### src/rtl/dino_collide.sv
// dino_collide: per-frame dino/obstacle overlap test, idle/grace/run/dead sequencing and BCD score.
// Optional feature macro: DINO_HISCORE_EN adds a persistent o_hiscore output.
module dino_collide #(
   parameter  int unsigned N_OBS        = 2,
   parameter  int unsigned GRACE_FRAMES = 120,
   parameter  int unsigned HIT_FRAMES   = 2,
   parameter  int unsigned SCORE_DIV    = 6,
   localparam int unsigned IDX_W        = (N_OBS > 1) ? $clog2(N_OBS) : 1
) (
   input  logic                  i_clk,
   input  logic                  i_rst,
   input  logic                  i_ani_stb,
   input  logic                  i_start,
   input  logic [11:0]           i_dx1,
   input  logic [11:0]           i_dx2,
   input  logic [11:0]           i_dy1,
   input  logic [11:0]           i_dy2,
   input  logic [12*N_OBS-1:0]   i_ox1,
   input  logic [12*N_OBS-1:0]   i_ox2,
   input  logic [12*N_OBS-1:0]   i_oy1,
   input  logic [12*N_OBS-1:0]   i_oy2,
   output logic                  o_animate,
   output logic                  o_grace,
   output logic                  o_obs_rst,
   output logic                  o_game_over,
   output logic [15:0]           o_score,
   output logic [IDX_W-1:0]      o_hit_idx
`ifdef DINO_HISCORE_EN
  ,output logic [15:0]           o_hiscore
`endif
);

   localparam int unsigned GR_W = $clog2(GRACE_FRAMES + 2);
   localparam int unsigned HT_W = $clog2(HIT_FRAMES + 2);
   localparam int unsigned DV_W = $clog2(SCORE_DIV + 2);

   typedef enum logic [1:0] {
      ST_IDLE  = 2'd0,
      ST_GRACE = 2'd1,
      ST_RUN   = 2'd2,
      ST_DEAD  = 2'd3
   } state_t;

   state_t            r_state;
   state_t            w_state_nxt;
   logic              r_start_q;
   logic              w_start_rise;
   logic [GR_W-1:0]   r_grace_cnt;
   logic [GR_W-1:0]   w_grace_cnt_nxt;
   logic [HT_W-1:0]   r_hit_cnt;
   logic [HT_W-1:0]   w_hit_cnt_nxt;
   logic [DV_W-1:0]   r_div_cnt;
   logic [DV_W-1:0]   w_div_cnt_nxt;
   logic [15:0]       r_score;
   logic [15:0]       w_score_nxt;
   logic [IDX_W-1:0]  r_hit_idx;
   logic [IDX_W-1:0]  w_hit_idx_nxt;
   logic              r_obs_rst;
   logic              w_obs_rst_nxt;
   logic              r_animate;
   logic              r_grace;
   logic              r_game_over;
   logic [N_OBS-1:0]  w_ovl;
   logic              w_any_ovl;
   logic [IDX_W-1:0]  w_low_idx;

   assign w_start_rise = i_start & ~r_start_q;

   // X edges are signed so obstacles scrolled past the left edge never alias; touching edges miss
   for (genvar k = 0; k < N_OBS; k++) begin : g_ovl
      assign w_ovl[k] = ($signed(i_dx1) < $signed(i_ox2[12*k +: 12])) &&
                        ($signed(i_ox1[12*k +: 12]) < $signed(i_dx2)) &&
                        (i_dy1 < i_oy2[12*k +: 12]) &&
                        (i_oy1[12*k +: 12] < i_dy2);
   end

   assign w_any_ovl = |w_ovl;

   // Lowest overlapping index wins
   always_comb begin
      w_low_idx = '0;
      for (int k = N_OBS - 1; k >= 0; k--) begin
         if (w_ovl[k]) w_low_idx = IDX_W'(k);
      end
   end

   // Packed BCD increment, saturating at 9999
   function automatic logic [15:0] bcd_inc(input logic [15:0] v);
      logic [15:0] r;
      logic        carry;
      r     = v;
      carry = 1'b1;
      for (int d = 0; d < 4; d++) begin
         if (carry) begin
            if (v[4*d +: 4] == 4'd9) begin
               r[4*d +: 4] = 4'd0;
            end else begin
               r[4*d +: 4] = v[4*d +: 4] + 4'd1;
               carry       = 1'b0;
            end
         end
      end
      return (v == 16'h9999) ? v : r;
   endfunction

   always_comb begin
      w_state_nxt     = r_state;
      w_grace_cnt_nxt = r_grace_cnt;
      w_hit_cnt_nxt   = r_hit_cnt;
      w_div_cnt_nxt   = r_div_cnt;
      w_score_nxt     = r_score;
      w_hit_idx_nxt   = r_hit_idx;
      w_obs_rst_nxt   = 1'b0;
      unique case (r_state)
         ST_IDLE, ST_DEAD: begin
            // A restart takes precedence over any strobe in the same cycle
            if (w_start_rise) begin
               w_state_nxt     = ST_GRACE;
               w_obs_rst_nxt   = 1'b1;
               w_score_nxt     = '0;
               w_div_cnt_nxt   = '0;
               w_hit_cnt_nxt   = '0;
               w_grace_cnt_nxt = GR_W'(GRACE_FRAMES);
            end
         end
         ST_GRACE: begin
            if (i_ani_stb) begin
               if (r_grace_cnt <= GR_W'(1)) w_state_nxt = ST_RUN;
               else                         w_grace_cnt_nxt = r_grace_cnt - GR_W'(1);
            end
         end
         ST_RUN: begin
            if (i_ani_stb) begin
               if (w_any_ovl && (r_hit_cnt >= HT_W'(HIT_FRAMES - 1))) begin
                  w_state_nxt   = ST_DEAD;
                  w_hit_cnt_nxt = HT_W'(HIT_FRAMES);
                  w_hit_idx_nxt = w_low_idx;
               end else begin
                  w_hit_cnt_nxt = w_any_ovl ? (r_hit_cnt + HT_W'(1)) : '0;
                  if (r_div_cnt >= DV_W'(SCORE_DIV - 1)) begin
                     w_div_cnt_nxt = '0;
                     w_score_nxt   = bcd_inc(r_score);
                  end else begin
                     w_div_cnt_nxt = r_div_cnt + DV_W'(1);
                  end
               end
            end
         end
         default: ;
      endcase
   end

   // Outputs register together with the state they decode so obstacles see reset and animate together
   always_ff @(posedge i_clk or posedge i_rst) begin
      if (i_rst) begin
         r_state     <= ST_IDLE;
         r_start_q   <= 1'b1;
         r_grace_cnt <= '0;
         r_hit_cnt   <= '0;
         r_div_cnt   <= '0;
         r_score     <= '0;
         r_hit_idx   <= '0;
         r_obs_rst   <= 1'b0;
         r_animate   <= 1'b0;
         r_grace     <= 1'b0;
         r_game_over <= 1'b0;
      end else begin
         r_state     <= w_state_nxt;
         r_start_q   <= i_start;
         r_grace_cnt <= w_grace_cnt_nxt;
         r_hit_cnt   <= w_hit_cnt_nxt;
         r_div_cnt   <= w_div_cnt_nxt;
         r_score     <= w_score_nxt;
         r_hit_idx   <= w_hit_idx_nxt;
         r_obs_rst   <= w_obs_rst_nxt;
         r_animate   <= (w_state_nxt == ST_GRACE) || (w_state_nxt == ST_RUN);
         r_grace     <= (w_state_nxt == ST_GRACE);
         r_game_over <= (w_state_nxt == ST_DEAD);
      end
   end

   assign o_animate   = r_animate;
   assign o_grace     = r_grace;
   assign o_obs_rst   = r_obs_rst;
   assign o_game_over = r_game_over;
   assign o_score     = r_score;
   assign o_hit_idx   = r_hit_idx;

`ifdef DINO_HISCORE_EN
   logic [15:0] r_hiscore;

   // Valid BCD orders the same as unsigned, so a plain compare suffices
   always_ff @(posedge i_clk or posedge i_rst) begin
      if (i_rst) begin
         r_hiscore <= '0;
      end else if ((w_state_nxt == ST_DEAD) && (r_state != ST_DEAD) && (r_score > r_hiscore)) begin
         r_hiscore <= r_score;
      end
   end

   assign o_hiscore = r_hiscore;
`endif

endmodule

### config.mk
export PLATFORM = sky130hd
export DESIGN_NAME = dino_collide
export DESIGN_NICKNAME = d
export VERILOG_FILES = /design/src/rtl/dino_collide.sv
export SDC_FILE = /design/constraint.sdc
export NUM_CORES = 1
export LEC_CHECK = 0
export ABC_AREA = 0
export BUFFER_PORTS_ARGS = -buffer_cell sky130_fd_sc_hd__buf_2
export CORE_UTILIZATION = 40
export DETAILED_ROUTE_END_ITERATION = 8
export GPL_TIMING_DRIVEN = 0
export PLACE_DENSITY = 0.68
export SLEW_MARGIN = 30
export SYNTH_ARGS = -nofsm -noshare
export SYNTH_HDL_FRONTEND = slang
export SYNTH_SLANG_ARGS = --single-unit
### constraint.sdc
create_clock -name i_clk -period 5.3 [get_ports i_clk]
set_input_delay 0.53 -clock i_clk [delete_from_list [all_inputs] [get_ports i_clk]]
set_output_delay 0.53 -clock i_clk [all_outputs]
set_load 0.005 [all_outputs]
# --- After elaboration in Yosys (flattened, before gate mapping) ---
# Index checks and enable logic that the tools add are counted.
word_totals:
  memories: 0
  ram_bits: 0
  in_bits: 148
  latch_bits: 0
  romBits: 0
  elab_cells: 130
  regBits: 36
op_classes:
  magnitude_cmp: 11
  div: 0
  bitwise_logic: 2
  n_addsub: 7
  eq_ne: 21
  n_reduce_logical: 21
  n_mux: 54
  shift: 0
  multipliers: 0
op_table:
  columns: ["cell", "n"]
  rows:
  - ["< comparator 12 bit", 8]
  - ["two-way mux 16 bit", 5]
  - ["one-hot mux 16 bit (2 select lines)", 1]
  - ["two-way mux 4 bit", 7]
  - ["two-way mux 1 bit", 21]
  - ["two-way mux 7 bit", 3]
  - ["AND reduction 7 bit", 3]
  - ["!= test 2 bit (second input constant)", 10]
  - ["two-way mux 2 bit", 9]
  - ["adder 4 x 1 -> 4 bit (second input constant)", 4]
  - ["== test 16 bit (second input constant)", 1]
  - ["== test 4 bit (second input constant)", 4]
  - ["one-hot mux 7 bit (2 select lines)", 1]
  - ["two-way mux 3 bit", 4]
  - ["== test 2 bit (second input constant)", 4]
  - ["AND reduction 4 bit", 2]
  - ["<= comparator 7 x 1 -> 1 bit (second input constant)", 1]
  - ["logical AND 1 bit", 7]
  - ["subtractor 7 x 1 -> 7 bit (second input constant)", 1]
  - ["one-hot mux 2 bit (3 select lines)", 1]
  - ["one-hot mux 3 bit (2 select lines)", 1]
  - ["AND reduction 3 bit", 2]
  - ["AND reduction 6 bit", 1]
  - ["== test 2 x 1 -> 1 bit (second input constant)", 2]
  - ["other kinds (11)", 13]

# --- Longest topological paths before layout ---
# Gate-level depths: netlist of the first run.
logic_depth:
  ltp_word: 25
  depth_mapped: 12
  mapped_depth_nobuf: 11

# --- Worst setup path before layout of the first run ---
# No wires, ideal clock.
synth_path:
  path_kind: "input to register"
  startpoint: "input port i_oy2[23]"
  endpoint: "register r_animate (netlist: o_animate)"
  arrival_time_ns: 2.752
  cell_stages: 11
  setup_slack_ns: 2.422
  cell_sequence: "inv_1 ha_1 and4_1 a211o_1 nor4_1 o21ai_1 nor4_4 nor2_1 o311a_1 a31oi_1 ha_1"
synth_between:
  elab_chain_len: 10
synth_rtl:
  columns: ["item", "line_no", "source"]
  rows:
  - ["from (decl)", "21", "input logic [12*N_OBS-1:0] i_oy2,"]
  - ["< comparator 12 bit *", "73", "(i_dy1 < i_oy2[12*k +: 12]) &&"]
  - ["logical AND 1 bit *", "72", "($signed(i_ox1[12*k +: 12]) < $signed(i_dx2)) &&"]
  - ["logical AND 1 bit *", "73", null]
  - ["OR reduction 2 bit *", "77", "assign w_any_ovl = |w_ovl;"]
  - ["logical AND 1 bit *", "134", "if (w_any_ovl && (r_hit_cnt >= HT_W'(HIT_FRAMES - 1))) begin"]
  - ["two-way mux 2 bit *", "134", null]
  - ["two-way mux 2 bit *", "133", "if (i_ani_stb) begin"]
  - ["one-hot mux 2 bit (3 select lines) *", "114", "unique case (r_state)"]
  - ["net w_state_nxt[0]", "45", "state_t w_state_nxt;"]
  - ["== test 2 x 1 -> 1 bit / == test 2 bit (equally long branches)", "176", "r_animate <= (w_state_nxt == ST_GRACE) || (w_state_nxt == ST_RUN);"]
  - ["logical OR 1 bit *", "176", null]
  - ["to (signal assigned)", "176", null]
  - ["to (decl)", "60", "logic r_animate;"]
# The timed path passes the listed nets; every way through them passes the cells marked *.
# A chain may end at the register's enable or synchronous reset.

# --- Final worst setup path of the first run ---
layout_path:
  startpoint: "input port i_dy1[11]"
  endpoint: "register r_animate (netlist: o_animate)"
layout_between:
  elab_chain_len: 10
layout_rtl:
  columns: ["item", "line_no", "source"]
  rows:
  - ["from (decl)", "16", "input logic [11:0] i_dy1,"]
  - ["< comparator 12 bit", "73", null]
  - ["logical AND 1 bit", "72", null]
  - ["logical AND 1 bit", "73", null]
  - ["OR reduction 2 bit *", "77", null]
  - ["logical AND 1 bit *", "134", null]
  - ["two-way mux 2 bit *", "134", null]
  - ["two-way mux 2 bit *", "133", null]
  - ["one-hot mux 2 bit (3 select lines) *", "114", null]
  - ["net w_state_nxt[0]", "45", null]
  - ["== test 2 x 1 -> 1 bit / == test 2 bit (equally long branches)", "176", null]
  - ["logical OR 1 bit *", "176", null]
# Marked as above.

==> impl_metrics.toml, run 1 <==
[floorplanning]
dieArea_mm2 = 0.0110
die_h_um = 105
initial_core_util = 0.411
fp.dieW_um = 105
std_cell_rows = 37
coreArea_mm2 = 0.0103
io_pins = 169

[flow_run]
max_cap_violations = 0

[timing]
hold_viol_final = 0
worst_slew_pin_slew_ps = 769
slew_violations = 0
fmax_ghz = 0.330
fin_skew_ps = 3.95
min_period_ps = 3030
slew_headroom = 0.487
period_share = 0.571
finalSetupViolCount = 0
rsz0062_at_grt = "no"
setup_slack_ps = 2270
fin_setup_tns_ps = 0

[worst_setup_path]
cp.arrival_ps = 3200
cp_data_required_time_ps = 5470
cp_slowest_stage_delay_ps = 390
cp_slowest_cell = "nor4_4"
r2r_cells = 9
rr_endpoint = "o_score[8]"
critical_path_peak_fanout = 5
worst-setup-path-type = "in -> reg"
end_kind = "register"
cp_common_cell = "ha_1"
reg2reg_from = "r_state[0]"
reg2reg_slack_ps = 2690
critPathLaunchType = "primary input"
path_cells = "buf_2 > ha_1 > and4_1 > a211o_1 > nor4_1 > o21ai_1 > nor4_4 > nor2_1 > o311a_1 > a31oi_1 > ha_1"

[route]
first_iter_violations = 142
post_drt_wl_per_cell_um = 13.7
postRouteAntennaNets = 0
drc = 0
num_vias = 4219
wirelength_um = 11200
drt_first_pass_iters = 4
viasPerCell = 5.16

[clock_network]
clk_latency_ps = 280
cts-root-buf = "clkbuf_8"
numCtsBuffers = 5
cts_sinks = 36
clk_path_buf_depth = 2
post_cts_buffers = 0
cts_tree = "done"
hold_buffers = 0
htree_levels = 2
cts_resized = 0
clkTransAtPathRegs_ps = 70

[logic_synthesis]
synth_cell_types = 56
avgSynthCellArea_um2 = 8.41
ys_seq_elements = 36
ys_seq_area_frac = 0.212
yosysTopAreaCell = "ha_1"
ys.flop_type = "dfrtp_1"
synth_top_area_share = 0.309
syn_nets = 758
synth_area_leaders = "ha_1 31%, dfrtp_1 21%, inv_1 7.8%, o21ai_0 3.7%, a21oi_1 3.4%"
yosysWarnings = 0
synthCells = 505
postSynth.asyncResetShare = 1.00
synth_edf_count = 0
syn_area_mm2 = 0.00425

[grt]
grt.overflow.total = 0
grt_pass1_wl_um = 19200
grt.total_usage = 0.212
met3_usage = 0.0306
antenna_found_initial = 1
grt_max_degree = 37
met2_usage = 0.392
grt_pass1_vias = 4371
top_usage_layer = "met2"
use_met1 = 0.253

[worst_hold_path]
hold_depth = 1
hold_path.class = "in -> reg"
min_from = "i_start"
whs_endpoint = "r_start_q"

[power_and_ir_drop]
p_int_mw = 0.640
p_leak_nw = 2.93
comb_power_share = 0.474
switchingPower_mw = 0.394
p_clk_frac = 0.195
power.density_mw_per_mm2 = 193
p_seq_frac = 0.332
peakVddDrop_v = 0.000183
swShare = 0.381

[place]
port_buffers = 168
gp_congestion = 0.881
pre_cts_ws_ps = 1940
hpwlAfterDp_um = 9620

[finish]
finalNetCount = 933
drive_gt1_frac = 0.276
areaGrowthSynthToFinish_pct = 26.0

[status]
outcome = "finished, final reports clean"
synthesized netlist by cell type, types with 4 or more instances:
cell type    n
ha_1       105
xnor2_1      4
or3_1        4
nand3b_1     5
o21ai_0     31
a21oi_1     29
o21ai_1      5
nand2_1     37
mux2_4       4
a211oi_1     6
nand4_1      8
o31ai_1      7
nor4b_1      4
a211o_1      4
o41ai_1      5
inv_1       88
o2111ai_1    4
nor2_1      22
nor3_1      11
nand2b_1     8
nand3_1     15
dfrtp_1     35
o21a_1       4
nor2b_1      8
stage by stage:
stage	utilization	hold WS (ps)	instance area [um2]	power [mW]	std cells
final	0.518	348	5350	1.03	818
after global routing	0.518	334	5350	1.14	818
after CTS	0.518	343	5350	1.04	817
after detailed placement	0.509	479	5260	0.840	809
after global placement	0.509	464	5260	0.819	809
after floorplan	-	448	4250	0.680	505
logic make-up after synthesis:
logic type	Yosys count	synth area share
AO/OA/AOI/OAI	123	0.189
XOR/XNOR	4	0.00825
adder cells (fa/ha/maj)	105	0.309
buffers and inverters	93	0.0848
flip-flops	36	0.212
multiplexers	6	0.0191
AND/OR/NAND/NOR	138	0.177
state kept, by name, summed over array words and instances (netlist names):
register / flops
o_animate: 1
r_div_cnt: 3
r_start_q: 1
o_obs_rst: 1
r_hit_cnt: 2
r_state: 2
r_grace_cnt: 7
o_hit_idx: 1
o_grace: 1
o_score: 16
o_game_over: 1
layout make-up:
class | count | area (um2)
fillers | 994 | 4970
multi-input cells | 376 | 2990
flip-flops and latches | 36 | 902
well taps | 136 | 170
inverters | 88 | 330
clock buffers | 8 | 90.1
plain buffers | 5 | 30.0
repair buffers | 168 | 841
diodes | 1 | 2.50
critical path, delay by kind of cell:
family          cells  cell delay [ps]
compound gates      4             1040
simple gates        4              920
fa+ha+maj           2              590
buf+inv             1              110
power by group through the flow:
stage / registers [mW] / clock network (mW) / logic [mW]
2_1_floorplan: 0.342 / 0 / 0.338
3_3_place_gp: 0.345 / 0 / 0.473
3_5_place_dp: 0.348 / 0 / 0.492
4_1_cts: 0.342 / 0.207 / 0.495
5_1_grt: 0.349 / 0.218 / 0.569
6_report: 0.343 / 0.201 / 0.490
layer usage:
layer  up-vias  routed length (um)
met2       116                5470
met3        19                 495
met4         0                 204
li1       2156                   -
met1      1928                5030
met5         -                   0
worst max-delay path by stage:
stage	cells after the start	from	endpoint
floorplan	11	i_oy2[23]	o_animate
global placement	11	i_dy1[11]	o_animate
detailed placement	11	i_dy1[10]	o_animate
CTS	11	i_dy1[10]	o_animate
global route	11	i_dy1[11]	o_animate
finish	11	i_dy1[11]	o_animate
cells in the final DEF (no fill, tap or decap), types with 4 or more instances in the layout:
| cell type | n |
|---|---|
| clkbuf_8 | 6 |
| nand3_1 | 15 |
| nand3b_1 | 5 |
| mux2_4 | 4 |
| o2111ai_1 | 4 |
| nand2_1 | 37 |
| dfrtp_1 | 35 |
| nand2b_1 | 8 |
| o21ai_0 | 31 |
| a21oi_1 | 29 |
| nor4b_1 | 4 |
| ha_1 | 105 |
| o21ai_1 | 5 |
| xnor2_1 | 4 |
| nor3_1 | 11 |
| clkbuf_1 | 5 |
| a211o_1 | 4 |
| o31ai_1 | 7 |
| o41ai_1 | 5 |
| o21a_1 | 4 |
| inv_1 | 87 |
| a211oi_1 | 6 |
| or3_1 | 4 |
| nor2_1 | 22 |
| nand4_1 | 8 |
| buf_2 | 168 |
| nor2b_1 | 8 |
Power figures use the tool's default switching activity.
==> inputs of run 2 (changes only) <==
- clock period: 5.3 -> 2.9 ns (I/O delays scaled with it)
==> impl_metrics.toml, run 2 (same netlist as run 1, synthesis figures left out) <==
[worst_setup_path]
critPathLaunch = "i_dx2[11]"
path_cells = "buf_2 > inv_1 > ha_1 > nand4_1 > a211oi_1 > nand4b_1 > a21oi_1 > nor4_4 > buf_4 > o21ai_1 > nand2_1 > o41ai_1"
cp_data_required_time_ps = 3070
critPathLaunchType = "primary input"
cp.arrival_ps = 2830
critical-path-top-delay-family = "compound AO/OA/AOI/OAI gates"
critical_path_peak_fanout = 5
end_kind = "register"
reg2reg_from = "r_state[0]"
cp_slowest_cell = "o41ai_1"
cp_slowest_stage_delay_ps = 380
worst-setup-path-type = "in -> reg"
critPathBufInv = 3

[grt]
top_usage_layer = "met2"
met3_usage = 0.0306
grt_pass1_vias = 4371
met2_usage = 0.392
grt_max_degree = 37
grt_pass1_wl_um = 19200
grt.overflow.total = 0
antenna_found_initial = 1
grt.total_usage = 0.212
use_met1 = 0.253

[route]
post_drt_wl_per_cell_um = 13.7
postRouteAntennaNets = 0
wirelength_um = 11200
drt_first_pass_iters = 4
num_vias = 4211
viasPerCell = 5.14
drc = 0
first_iter_violations = 151

[floorplanning]
std_cell_rows = 37
io_pins = 169
initial_core_util = 0.411
dieArea_mm2 = 0.0110
fp.dieW_um = 105
coreArea_mm2 = 0.0103
die_h_um = 105

[clock_network]
clk_path_buf_depth = 2
hold_buffers = 0
clk_latency_ps = 290
cts-root-buf = "clkbuf_8"
htree_levels = 2
cts_tree = "done"
cts_sinks = 36
numCtsBuffers = 5
clkTransAtPathRegs_ps = 70

[timing]
fin_skew_ps = 4.73
slew_headroom = 0.486
hold_viol_final = 0
fin_setup_tns_ps = 0
holdWs_ps = 108
finalSetupViolCount = 0
period_share = 0.917
worst_slew_pin_slew_ps = 770
rsz0062_at_grt = "yes"
slew_violations = 0
min_period_ps = 2660
fmax_ghz = 0.376

[finish]
finalNetCount = 934
post-route-util = 0.521
drive_gt1_frac = 0.282
layout_common_cells = "168 x buf_2, 105 x ha_1, 87 x inv_1, 37 x nand2_1, 35 x dfrtp_1"
n_fill_cell = 990
largest_reg_flops = 16
areaGrowthSynthToFinish_pct = 26.6
final_common_cell = "buf_2"

[power_and_ir_drop]
power_mw = 1.90
p_leak_nw = 2.94
power.density_mw_per_mm2 = 354
peakVddDrop_v = 0.000334

[status]
outcome = "finished, final reports clean"

[worst_hold_path]
min_from = "i_start"
hold_path.class = "in -> reg"

[flow_run]
max_cap_violations = 0

[place]
gp_congestion = 0.881
hpwlAfterDp_um = 9620
port_buffers = 168
## run 2: cell types whose count changed in the layout (fill, tap and decap cells not counted), sizes merged
cell	previous run	this run
buf	170	171
## run 2: worst register-to-register path, cell delays in order (launching register included)
cell	delay, ps
dfrtp_1	370
inv_1	70
ha_1	380
inv_1	110
o21ai_0	210
and2_1	150
clkbuf_1	230
o211ai_2	300
nor3_4	360
mux2_4	330
## run 2: per-layer routing
metal	up-vias	share of wire
met4	0	0.018
met5	-	0
met1	1923	0.45
met2	111	0.49
met3	19	0.043
li1	2158	-
## run 2: per-stage QoR
| step | worst slack, ps | instances | area [um2] |
|---|---|---|---|
| final | 241 | 819 | 5380 |
| after global placement | -196 | 809 | 5260 |
| after detailed placement | -217 | 809 | 5260 |
| after CTS | 87.8 | 817 | 5350 |
| after global routing | 2.43 | 819 | 5380 |
| after floorplan | 262 | 505 | 4250 |
## run 2: cell type report
class,count,area [um2],area share
antenna,1,2.50,0.000465
buffer,5,30.0,0.00558
clock buffer,8,90.1,0.0168
inverter,88,330,0.0614
multi-input combinational,376,3000,0.559
sequential,36,902,0.168
tap,136,170,0.0316
timing repair buffer,169,848,0.158
## run 2: where the power goes
| group | switching, mW | internal, mW |
|---|---|---|
| registers | 0.0517 | 0.575 |
| logic | 0.500 | 0.407 |
| clock network | 0.175 | 0.194 |
| total | 0.726 | 1.18 |
## run 2: final timing paths
check | slack (ps) | depth (start not counted) | end
worst min register to register | 490 | 1 | r_hit_cnt[0]
min in group asynchronous | 140 | 2 | o_score[15]
worst max-delay path | 240 | 12 | o_score[5]
worst max register to register | 270 | 9 | o_score[8]
worst min-delay path | 110 | 1 | r_start_q
max in group asynchronous | 2270 | 2 | r_grace_cnt[1]
## run 2: what timing repair did
| action | in CTS | in global routing |
|---|---|---|
| buffers inserted | 0 | 1 |
| gates resized for setup | 0 | 3 |
| endpoints found under the setup margin | 0 | 3 |
